<file path="src/rtl/line_hit_monitor.sv">
// line_hit_monitor
// Watches the player cube against a horizontal line once per video frame.
// Overlap between cube and solid line pixels is accumulated into sticky
// per-frame flags; at each end-of-frame strobe the FSM decides whether the
// overlap has persisted for CONFIRM_FRAMES consecutive frames and latches a
// crash. Optional pass detection and the saturating score counter are built
// only when the macro LINE_HIT_SCORE_EN is defined; otherwise pass and score
// are tied to zero and no scoring registers exist.
module line_hit_monitor #(
    parameter int CONFIRM_FRAMES = 2,
    parameter int SCORE_W        = 8
) (
    input  logic               clk,
    input  logic               reset_n,
    input  logic               frame,
    input  logic               active,
    input  logic               freeze,
    input  logic               clear,
    input  logic               cube,
    input  logic               h_line,
    input  logic               line_row,
    output logic               crash,
    output logic               crash_pulse,
    output logic               pass,
    output logic [SCORE_W-1:0] score,
    output logic [1:0]         state
);

    typedef enum logic [1:0] {
        IDLE    = 2'd0,
        WATCH   = 2'd1,
        CONFIRM = 2'd2,
        CRASH   = 2'd3
    } state_t;

    localparam logic [2:0] CONFIRM_CNT = 3'(CONFIRM_FRAMES);

    state_t     state_q, state_d;
    logic [2:0] count_q, count_d;
    logic       ovl_q, ovl_d;
    logic       ovl_now;
    logic       crash_pulse_q, crash_pulse_d;
    logic       frame_frozen;
    logic       frame_eval;

    // The frame cycle's own pixel sample must take part in that frame's decision.
    assign ovl_now      = ovl_q | (cube & h_line);
    assign frame_frozen = frame & freeze;
    // A frame strobe that actually drives the watch/confirm decision.
    assign frame_eval   = frame & ~freeze & ~clear & active &
                          ((state_q == WATCH) || (state_q == CONFIRM));

    // State and confirm-count register.
    always_ff @(posedge clk) begin
        if (!reset_n) begin
            state_q <= IDLE;
            count_q <= '0;
        end else begin
            state_q <= state_d;
            count_q <= count_d;
        end
    end

    // Next-state: clear wins, a frozen frame holds, active=0 drops out of the watch states.
    always_comb begin
        state_d = state_q;
        count_d = count_q;
        if (clear) begin
            state_d = IDLE;
            count_d = '0;
        end else if (frame_frozen) begin
            state_d = state_q;
            count_d = count_q;
        end else begin
            unique case (state_q)
                IDLE: begin
                    if (active) begin
                        state_d = WATCH;
                    end
                end
                WATCH: begin
                    if (!active) begin
                        state_d = IDLE;
                        count_d = '0;
                    end else if (frame && ovl_now) begin
                        count_d = 3'd1;
                        state_d = (CONFIRM_CNT == 3'd1) ? CRASH : CONFIRM;
                    end
                end
                CONFIRM: begin
                    if (!active) begin
                        state_d = IDLE;
                        count_d = '0;
                    end else if (frame) begin
                        if (ovl_now) begin
                            count_d = count_q + 3'd1;
                            if ((count_q + 3'd1) == CONFIRM_CNT) begin
                                state_d = CRASH;
                            end
                        end else begin
                            state_d = WATCH;
                            count_d = '0;
                        end
                    end
                end
                CRASH: begin
                    state_d = CRASH;
                end
            endcase
        end
    end

    // Outputs decoded from the registered state.
    always_comb begin
        state       = state_q;
        crash       = (state_q == CRASH);
        crash_pulse = crash_pulse_q;
    end

    // Overlap flag and crash-entry pulse next values.
    always_comb begin
        ovl_d         = (clear || frame) ? 1'b0 : ovl_now;
        crash_pulse_d = (state_d == CRASH) && (state_q != CRASH);
    end

    // Overlap flag and crash-entry pulse registers.
    always_ff @(posedge clk) begin
        if (!reset_n) begin
            ovl_q         <= 1'b0;
            crash_pulse_q <= 1'b0;
        end else begin
            ovl_q         <= ovl_d;
            crash_pulse_q <= crash_pulse_d;
        end
    end

`ifdef LINE_HIT_SCORE_EN
    logic               row_q, row_d;
    logic               row_now;
    logic               row_prev_q, row_prev_d;
    logic               pass_q, pass_d;
    logic [SCORE_W-1:0] score_q, score_d;

    assign row_now = row_q | (cube & line_row);

    // Pass detection: cube sat in the line band last frame, is clear of it now, never touched the line.
    always_comb begin
        row_d      = (clear || frame) ? 1'b0 : row_now;
        row_prev_d = row_prev_q;
        score_d    = score_q;
        pass_d     = 1'b0;
        if (clear) begin
            row_prev_d = 1'b0;
            score_d    = '0;
        end else if (frame_eval) begin
            row_prev_d = row_now;
            if ((state_q == WATCH) && row_prev_q && !row_now && !ovl_now) begin
                pass_d = 1'b1;
                if (score_q != '1) begin
                    score_d = score_q + SCORE_W'(1);
                end
            end
        end
    end

    // Scoring registers.
    always_ff @(posedge clk) begin
        if (!reset_n) begin
            row_q      <= 1'b0;
            row_prev_q <= 1'b0;
            pass_q     <= 1'b0;
            score_q    <= '0;
        end else begin
            row_q      <= row_d;
            row_prev_q <= row_prev_d;
            pass_q     <= pass_d;
            score_q    <= score_d;
        end
    end

    assign pass  = pass_q;
    assign score = score_q;
`else
    // Band input only matters for scoring; kept visible but intentionally unused here.
    logic unused_line_row;
    assign unused_line_row = line_row;
    assign pass            = 1'b0;
    assign score           = '0;
`endif

endmodule

</file>
<file path="config.mk">
export PLATFORM = sky130hd
export DESIGN_NAME = line_hit_monitor
export DESIGN_NICKNAME = d
export VERILOG_FILES = /design/src/rtl/line_hit_monitor.sv
export SDC_FILE = /design/constraint.sdc
export NUM_CORES = 1
export LEC_CHECK = 0
export BUFFER_PORTS_ARGS = -buffer_cell sky130_fd_sc_hd__buf_2
export CORE_MARGIN = 2
export CORE_UTILIZATION = 40
export DETAILED_ROUTE_END_ITERATION = 8
export PLACE_DENSITY = 0.74
export SLEW_MARGIN = 20
export SYNTH_ARGS = -nofsm -noshare
export SYNTH_HDL_FRONTEND = slang
export SYNTH_SLANG_ARGS = --single-unit
</file>
<file path="constraint.sdc">
create_clock -name clk -period 4.4 [get_ports clk]
set_clock_uncertainty 0.2 [all_clocks]
set_input_delay 0.44 -clock clk [delete_from_list [all_inputs] [get_ports clk]]
set_output_delay 0.44 -clock clk [all_outputs]
set_load 0.05 [all_outputs]
</file>
==> results of run 1 <==
## layer usage
| layer | share of wire [%] | global-route usage [%] |
|---|---|---|
| met1 | 42 | 16.7 |
| met2 | 50 | 23.8 |
| met3 | 6.5 | 2.92 |
| met4 | 1.8 | 13.3 |
| met5 | 0 | 0 |
## state kept, by name (all words and copies together), names as in the netlist
signal	cells
count_q	3
state	2
crash_pulse	1
ovl_q	1
## final timing paths
path | start | end | cells past startpoint | slack [ns]
max reg2reg | state[0] | count_q[1] | 7 | 2.37
max | state[0] | count_q[1] | 7 | 2.37
min | clear | crash_pulse | 2 | 0.17
min reg2reg | count_q[1] | count_q[1] | 2 | 0.37
## per-stage QoR
stage                     cell area [um2]  hold WS, ns  instances  setup slack, ns  power (mW)
after global routing                  691        0.170        104             2.17       0.179
after floorplan                       662        0.287         83             2.05       0.111
after CTS                             691        0.163        104             2.35       0.172
after global placement                664        0.307        100             2.41       0.113
final                                 691        0.170        104             2.37       0.170
after detailed placement              664        0.359        100             2.37       0.114
## kinds of logic after synthesis
kind of cell,after synthesis,synth area share (%)
simple gates,24,21.8
fa+ha+maj,6,11.9
mux,2,3.17
flops,7,22.2
compound gates,19,25.3
other cells,1,0.593
buf+inv,16,15.0
## worst register-to-register path, stage by stage, from the launching register on
cell	delay (ns)
dfxtp_1	0.45
inv_1	0.10
ha_1	0.31
nor2_1	0.16
o311ai_2	0.10
a31oi_2	0.29
mux2i_1	0.25
nor2_1	0.06
## Yosys cell counts, types with 2 or more instances
library cell,instances
buf_4,9
nor2_1,8
dfxtp_1,7
a21oi_1,6
ha_1,6
inv_1,5
nand2_1,4
mux2i_1,2
nand2b_1,2
nand3_1,2
## report_power, final
group	total (mW)	switching [mW]	internal, mW
sequential	0.0661	0.00148	0.0646
clock	0.0568	0.0223	0.0345
combinational	0.0474	0.0358	0.0116
## cell type report
class                      instances  share of cell area [%]
multi-input combinational         60                    61.8
sequential                         7                    20.3
timing repair buffer              11                    7.97
clock buffer                       4                    3.80
inverter                           6                    3.26
tap                               16                    2.90
==> key figures, run 1 <==
Worst setup path
  – Critical Path RT: around 4.3 ns
  – Setup crit end kind: register
  – Most used cell, CP: nor2_1
  – CP cell instances: inv_1, ha_1, nor2_1, o311ai_2, a31oi_2, mux2i_1, nor2_1
  – Crit path max-delay family: flip-flops
  – Bufs and invs on worst path: 1
  – Max incr delay on CP: 0.45 ns
  – Crit Path Category: reg -> reg
  – Critical Path Fanout Max: 8
  – Startpoint Class: register
  – Slowest CP cell: dfxtp_1
  – Arr. time, crit path: 1.96 ns

Timing
  – Setup TNS: 0 ns
  – Final Cycle Share: 46.2%
  – Minimum clock period: 2.03 ns
  – Fmax: 492 MHz
  – RSZ-0062 raised after global routing: no
  – Fin. Hold Viols: 0
  – Final setup violation count: 0
  – Slew Viols, Final: 0

Synth
  – Yosys top cell by area: dfxtp_1
  – Synth top area share: between 20 and 25%
  – Post-synth EDFFs: 0
  – Seq/Total Area, Yosys: 22.2%
  – Post-synth cell types: 34
  – YS warnings: 0
  – Synth top area cells: dfxtp_1, ha_1, buf_4
  – Syn Area/Cell: 8.42 um2
  – Asr flop ratio synth: 0%
  – Most used DFF post-synth: dfxtp_1
  – Cells after Synth: 75
  – Register bit total from synthesis: 7
  – Post-Syn Area: 632 um2

Cells and area
  – Sequential Area: 140 um2
  – Nets: ~100
  – Fillers: 147
  – P&R area growth vs syn: 9.31%
  – Inserted Diodes: 0
  – Footprint of the multi-input gates: 427 um2
  – Util after Layout: 46.4%
  – Layout cells sized above 1: 27.3%
  – Commonest cells after routing, fill and taps aside: buf_2, conb_1, nor2_1, dfxtp_1
  – Most common cell after layout, fill and taps aside: buf_2

Route
  – Number of DRC markers in iteration 0: 19
  – Drt pass-1 iters: 3
  – DRC Markers: 0
  – Vias post-DR: 552
  – Post-Route WL: between 1 and 1.5 mm
  – Routed length per placed instance: around 12 um
  – Post-DRT Antenna Nets: 0
  – Vias per cell: 5.31

Floorplanning
  – Core area: 1490 um2
  – Die Width: 43.7 um
  – Die Area: ~1900 um2
  – Number of I/O pins: 22
  – Die Ht: around 44 um
  – Starting Density: a little over two fifths
  – Row count: 14

Placement
  – DP Wirelength: 976 um
  – I/O Buffers: 11
  – Final GP Congestion: between 0.8 and 0.9

Clock tree
  – Setup bufs post-CTS: 0
  – Clock Path Buffers: 2
  – Sink Count: 7
  – Post-CTS sizing: 0
  – Clock transition at path regs: around 0.050 ns
  – Root Buffer Master: clkbuf_4
  – CTS tree: built
  – Htree depth: 1
  – Clock Latency Late Sink: 0.25 ns
  – TritonCTS Buffers: 3
  – CTS Hold Buffers Added: 0

Hold path
  – Worst min path class: in -> reg

Global route
  – Overflow after GRT: 0
  – First-pass GRT wire length: 2.08 mm
  – Vias in the first global route: 508
  – Total track usage: between 10 and 15%
  – Initial antenna violation count: 0
  – Largest net degree at the start of global routing: 9

Job
  – Maxcap violations: 0

Power
  – VDD IR max: 0.000154 V
  – Ratio of total power to cell area: 246 nW/um2
  – Static leakage: ~0.31 nW

Run status
  – Outcome: finished clean
Power figures use the tool's default switching activity.
==> run 2, diff against run 1 <==
Clock period 4.4 ns to 2 ns, I/O delays scaled along.
==> key figures, run 2 (synthesized netlist as in run 1, its figures left out) <==
Run status
  – Outcome: finished clean

Cells and area
  – Layout cells sized above 1: 33.3% (+6.1 points)
  – Fillers: 144 (-2.0%)
  – Commonest cells after routing, fill and taps aside: buf_2, conb_1, nor2_1, a21oi_1
  – Inserted Diodes: 0 (unchanged)
  – Largest reg by FF count: count_q
  – Most common cell after layout, fill and taps aside: buf_2
  – Util after Layout: 49.7% (+3.3 points)
  – Nets: 106 (+1.9%)
  – Post-Layout Cell Count: 106 (+1.9%)
  – P&R area growth vs syn: 17.0%
  – Max reg flops: 3 (unchanged)
  – Post-route design area: 739 um2 (+7.1%)

Route
  – Drt pass-1 iters: 3 (unchanged)
  – DRC Markers: 0 (unchanged)
  – Routed length per placed instance: 12.6 um (+4.3%)
  – Vias post-DR: 561 (+1.6%)
  – Post-DRT Antenna Nets: 0 (unchanged)
  – Number of DRC markers in iteration 0: 15 (-4)
  – Vias per cell: 5.29 (-0.29%)
  – Post-Route WL: 1.33 mm (+6.3%)

Worst setup path
  – Setup crit end kind: register
  – Worst r2r dst: crash_pulse
  – Crit path max-delay family: simple AND/OR/NAND/NOR gates
  – Startpoint Class: register
  – Arr. time, crit path: 1.86 ns (-0.10 ns)
  – Crit Path Category: reg -> reg
  – R2R Setup Slk: 0.11 ns (-2.26 ns)
  – Slowest CP cell: dfxtp_1
  – Critical Path Fanout Max: 4 (-4)
  – CP cell instances: ha_1, nor2b_4, o31ai_1, a31oi_1, nor3_2, nor4b_2
  – R2R depth: 6 (-1)
  – Reg2reg start: count_q[0]
  – Bufs and invs on worst path: 0 (-1)
  – Critical Path RT: 1.97 ns (-2.36 ns)
  – Max incr delay on CP: 0.34 ns (-0.11 ns)

Clock tree
  – Htree depth: 1 (unchanged)
  – CTS tree: built
  – Root Buffer Master: clkbuf_4
  – Clock Latency Late Sink: 0.25 ns (about the same)
  – Clock transition at path regs: 0.05 ns (about the same)
  – Sink Count: 7 (unchanged)
  – Clock Path Buffers: 2 (unchanged)
  – TritonCTS Buffers: 3 (unchanged)
  – Setup bufs post-CTS: 0 (unchanged)

Floorplanning
  – Row count: 14 (unchanged)
  – Starting Density: 42.4% (unchanged)
  – Number of I/O pins: 22 (unchanged)
  – Core area: 1490 um2 (unchanged)
  – Die Width: 43.7 um (unchanged)
  – Die Ht: 43.7 um (unchanged)
  – Die Area: 1910 um2 (unchanged)

Global route
  – Largest net degree at the start of global routing: 9 (unchanged)
  – Overflow after GRT: 0 (unchanged)
  – Vias in the first global route: 555 (+9.3%)
  – First-pass GRT wire length: 2.31 mm (+11%)
  – Initial antenna violation count: 0 (unchanged)
  – Total track usage: 16.0% (+1.1 points)

Timing
  – Final Cycle Share: 94.5% (+48 points)
  – Final worst slack: 0.110 ns (-2.26 ns)
  – Slew Viols, Final: 0 (unchanged)
  – Fin. Hold Viols: 0 (unchanged)
  – Setup TNS: 0 ns (unchanged)
  – Fmax: 529 MHz (+7.6%)
  – Minimum clock period: 1.89 ns (-0.144 ns)
  – Final setup violation count: 0 (unchanged)
  – Hold WS: 0.0412 ns (-0.128 ns)
  – RSZ-0062 raised after global routing: no

Hold path
  – Hold Path Depth: 2 (unchanged)
  – Worst min path class: in -> reg
  – WHS Endpoint: ovl_q
  – Hold path start: frame

Placement
  – Placed inst area: 689 um2 (+3.8%)
  – Post-place setup slack: 0.0719 ns (-2.30 ns)
  – DP Wirelength: 1.05 mm (+7.1%)
  – Post-placement cell count: 101 (+1.0%)
  – I/O Buffers: 11 (unchanged)
  – Final GP Congestion: 0.797 (-8.4%)

Power
  – Total chip power: 387 uW (+130%)
  – Ratio of total power to cell area: 523 nW/um2 (+110%)
  – VDD IR max: 0.000342 V (+120%)
  – Static leakage: 0.315 nW (+2.0%)

Job
  – Maxcap violations: 0 (unchanged)
-- run 2: cell types whose count changed in the layout (fill, tap and decap cells not counted), sizes merged --
cell         before  now
dlygate4sd3       0    1
buf              11   12
-- run 2: area by class of cell --
cell class | instances | area (um2) | share of cell area [%]
multi-input combinational | 60 | 453 | 61.3
tap | 16 | 20.0 | 2.71
clock buffer | 4 | 26.3 | 3.55
timing repair buffer | 13 | 72.6 | 9.81
sequential | 7 | 145 | 19.6
inverter | 6 | 22.5 | 3.05
-- run 2: per-layer routing --
layer	part of all wire, %	vias up	GRT usage (%)
li1	-	273	-
met1	44	263	20.4
met2	48	18	23.8
met3	4.4	7	2.08
met4	3.6	0	13.3
met5	0	-	0
-- run 2: power breakdown --
group | internal [mW] | total [mW] | switching [mW]
combinational | 0.0293 | 0.114 | 0.0845
clock | 0.0762 | 0.130 | 0.0535
sequential | 0.141 | 0.144 | 0.00205
-- run 2: timing repair --
action | 4_1_cts | 5_1_grt
hold endpoints to repair | 1 | 0
gates resized for setup | 0 | 3
setup endpoints to repair | 0 | 4
hold buffers | 1 | 0
-- run 2: worst max path at each step --
stage                     startpoint     endpoint  slack (ns)  depth (start not counted)
final                     count_q[0]  crash_pulse        0.11                          6
after CTS                   state[0]   count_q[0]        0.06                          7
after detailed placement    state[0]   count_q[0]        0.07                          7
after floorplan             state[0]  crash_pulse        0.04                          8
after global routing        state[1]     state[0]       0.009                          6
after global placement      state[0]  crash_pulse        0.14                          7
-- run 2: worst reg2reg max path: cells and delay by family (launching register included) --
family | cells | cell delay (ns)
AND/OR/NAND/NOR | 3 | 0.57
flip-flops | 1 | 0.34
AO/OA/AOI/OAI | 2 | 0.45
adder cells (fa/ha/maj) | 1 | 0.24
==> run 3, diff against run 2 <==
Settings changed: ABC_AREA set to 1, GPL_TIMING_DRIVEN set to 1, PLACE_DENSITY 0.74 to 0.75.
==> key figures, run 3 <==
Synth
  – Cells after Synth: 90 (+20%)
  – Seq/Total Area, Yosys: 23.9% (+1.8 points)
  – Asr flop ratio synth: 0% (unchanged)
  – YS warnings: 0 (unchanged)
  – Syn Area/Cell: 6.51 um2 (-23%)
  – Post-synth cell types: 18 (-47%)
  – Most instantiated cells after synthesis: nand2_1, inv_1, buf_4, nor2_1, dfxtp_1
  – Register bit total from synthesis: 7 (unchanged)
  – Synth top area cells: dfxtp_1, nand2_1, ha_1
  – Most used DFF post-synth: dfxtp_1
  – Post-Syn Area: 586 um2 (-7.3%)
  – Yosys top cell by area: dfxtp_1
  – Synth top area share: 23.9% (+1.8 points)
  – Most common cell in the synthesized netlist: nand2_1
  – Post-synth EDFFs: 0 (unchanged)

Timing
  – Final setup violation count: 0 (unchanged)
  – Fmax: 579 MHz (+9.5%)
  – Minimum clock period: 1.73 ns (-0.164 ns)
  – Hold WS: 0.0214 ns (-0.0198 ns)
  – RSZ-0062 raised after global routing: no
  – Slew Viols, Final: 0 (unchanged)
  – Fin. Hold Viols: 0 (unchanged)
  – Final Cycle Share: 86.3% (-8.2 points)
  – Setup TNS: 0 ns (unchanged)

Worst setup path
  – Start point of the critical path: state[0]
  – Reg2reg start: state[0]
  – Crit Path Category: reg -> reg
  – Critical Path RT: 1.94 ns (-0.03 ns)
  – Startpoint Class: register
  – R2R Setup Slk: 0.27 ns (+0.16 ns)
  – Setup crit end kind: register
  – Critical Path Fanout Max: 6 (+2)
  – Arr. time, crit path: 1.67 ns (-0.19 ns)

Placement
  – DP Wirelength: 875 um (-16%)
  – Post-placement cell count: 115 (+14%)
  – Final GP Congestion: 0.843 (+5.8%)
  – I/O Buffers: 11 (unchanged)

Run status
  – Outcome: finished clean

Floorplanning
  – Number of I/O pins: 22 (unchanged)
  – Row count: 13 (-1)
  – Die Width: 42.3 um (-3.4%)
  – Core area: 1330 um2 (-10%)
  – Die Area: 1790 um2 (-6.7%)
  – Starting Density: 43.9% (+1.5 points)
  – Die Ht: 42.3 um (-3.4%)

Cells and area
  – Largest reg by FF count: count_q
  – Most common cell after layout, fill and taps aside: nand2_1
  – Nets: 121 (+14%)
  – Layout cells sized above 1: 20.0% (-13 points)
  – Max reg flops: 3 (unchanged)
  – Inserted Diodes: 0 (unchanged)
  – Post-Layout Cell Count: 120 (+13%)
  – P&R area growth vs syn: 12.8%
  – Commonest cells after routing, fill and taps aside: nand2_1, inv_1, buf_2, nor2_1, conb_1

Clock tree
  – Post-CTS sizing: 0 (unchanged)
  – Clock transition at path regs: 0.05 ns (about the same)
  – TritonCTS Buffers: 3 (unchanged)
  – CTS tree: built
  – Htree depth: 1 (unchanged)
  – Clock Latency Late Sink: 0.25 ns (about the same)
  – Sink Count: 7 (unchanged)
  – Root Buffer Master: clkbuf_4
  – Clock Path Buffers: 2 (unchanged)

Power
  – Total internal power: 250 uW (+1.2%)
  – Proportion of power drawn by flip-flops and latches: 37.4% (+0.3 points)
  – Sw Ratio: 37.6% (+1.4 points)
  – Clk network pwr share: 33.2% (-0.3 points)
  – Total chip power: 401 uW (+3.5%)
  – VDD IR max: 0.000314 V (-8.1%)
  – Net Sw Power: 151 uW (+7.5%)
  – Combinational group share of total power: 29.4% (about the same)
  – Ratio of total power to cell area: 606 nW/um2 (+16%)
  – Static leakage: 0.342 nW (+8.5%)

Global route
  – Initial antenna violation count: 0 (unchanged)
  – Largest net degree at the start of global routing: 7 (-2)
  – First-pass GRT wire length: 1.88 mm (-19%)
  – Total track usage: 13.9% (-2.1 points)
  – Vias in the first global route: 485 (-13%)
  – Overflow after GRT: 0 (unchanged)

Route
  – Vias post-DR: 568 (+1.2%)
  – Post-Route WL: 1.11 mm (-17%)
  – Post-DRT Antenna Nets: 0 (unchanged)
  – Routed length per placed instance: 9.23 um (-26%)
  – Vias per cell: 4.73 (-11%)
  – Number of DRC markers in iteration 0: 18 (+3)
  – DRC Markers: 0 (unchanged)
  – Drt pass-1 iters: 4 (+1)

Hold path
  – Worst min path class: in -> reg
  – Hold path start: clear

Job
  – Maxcap violations: 0 (unchanged)
## run 3: per-layer routing
metal,track usage [%],wire length (um),up-vias
met2,23.7,529,24
met3,6.47,87,5
met4,5.63,14,0
met5,0,0,-
li1,-,-,290
met1,14.7,477,249
## run 3: power groups by stage
| stage | registers, mW | clock network (mW) | logic, mW |
|---|---|---|---|
| final | 0.150 | 0.133 | 0.118 |
| after detailed placement | 0.153 | 0 | 0.115 |
| after global routing | 0.150 | 0.145 | 0.129 |
| after CTS | 0.150 | 0.133 | 0.117 |
| after global placement | 0.153 | 0 | 0.113 |
| after floorplan | 0.161 | 0 | 0.0997 |
## run 3: worst max-delay path, stage by stage, from the launching register on
cell and delay [ns]:
dfxtp_1 0.42, inv_1 0.09, ha_1 0.25, nand2_1 0.12, nor2_1 0.05, nor2_1 0.11, nand3_2 0.14, o21ai_0 0.18
a21oi_1 0.05
## run 3: stage by stage
step / util [%] / worst slack (ns) / cell area [um2]
floorplan: - / 0.0688 / 618
global placement: 46.8 / 0.345 / 624
detailed placement: 46.8 / 0.293 / 624
CTS: 49.5 / 0.276 / 661
global route: 49.5 / 0.137 / 661
finish: 49.5 / 0.274 / 661
## run 3: path summary, 6_finish.rpt
kind / depth (start not counted) / to
hold reg to reg: 2 / count_q[2]
hold / removal: 4 / crash_pulse
setup reg to reg: 8 / count_q[1]
setup / recovery: 8 / count_q[1]
## run 3: layout make-up
type                       instances  area, um2
sequential                         7        140
inverter                          15       56.3
fill                             155        673
multi-input combinational         67        354
tap                               15       18.8
clock buffer                       4       26.3
timing repair buffer              12       65.1
## run 3: what timing repair did
item                      4_1_cts  5_1_grt
hold endpoints to repair        1        0
hold buffers                    1        0
setup buffers                   0        0
## run 3: logic make-up (layout without fill, tap and decap cells)
logic type	count (synthesis)	after routing	share of synthesized area (%)
compound gates	11	11	10.5
fa+ha+maj	6	6	12.8
buf+inv	24	31	21.2
flops	7	7	23.9
other cells	1	9	0.640
simple gates	41	41	31.0
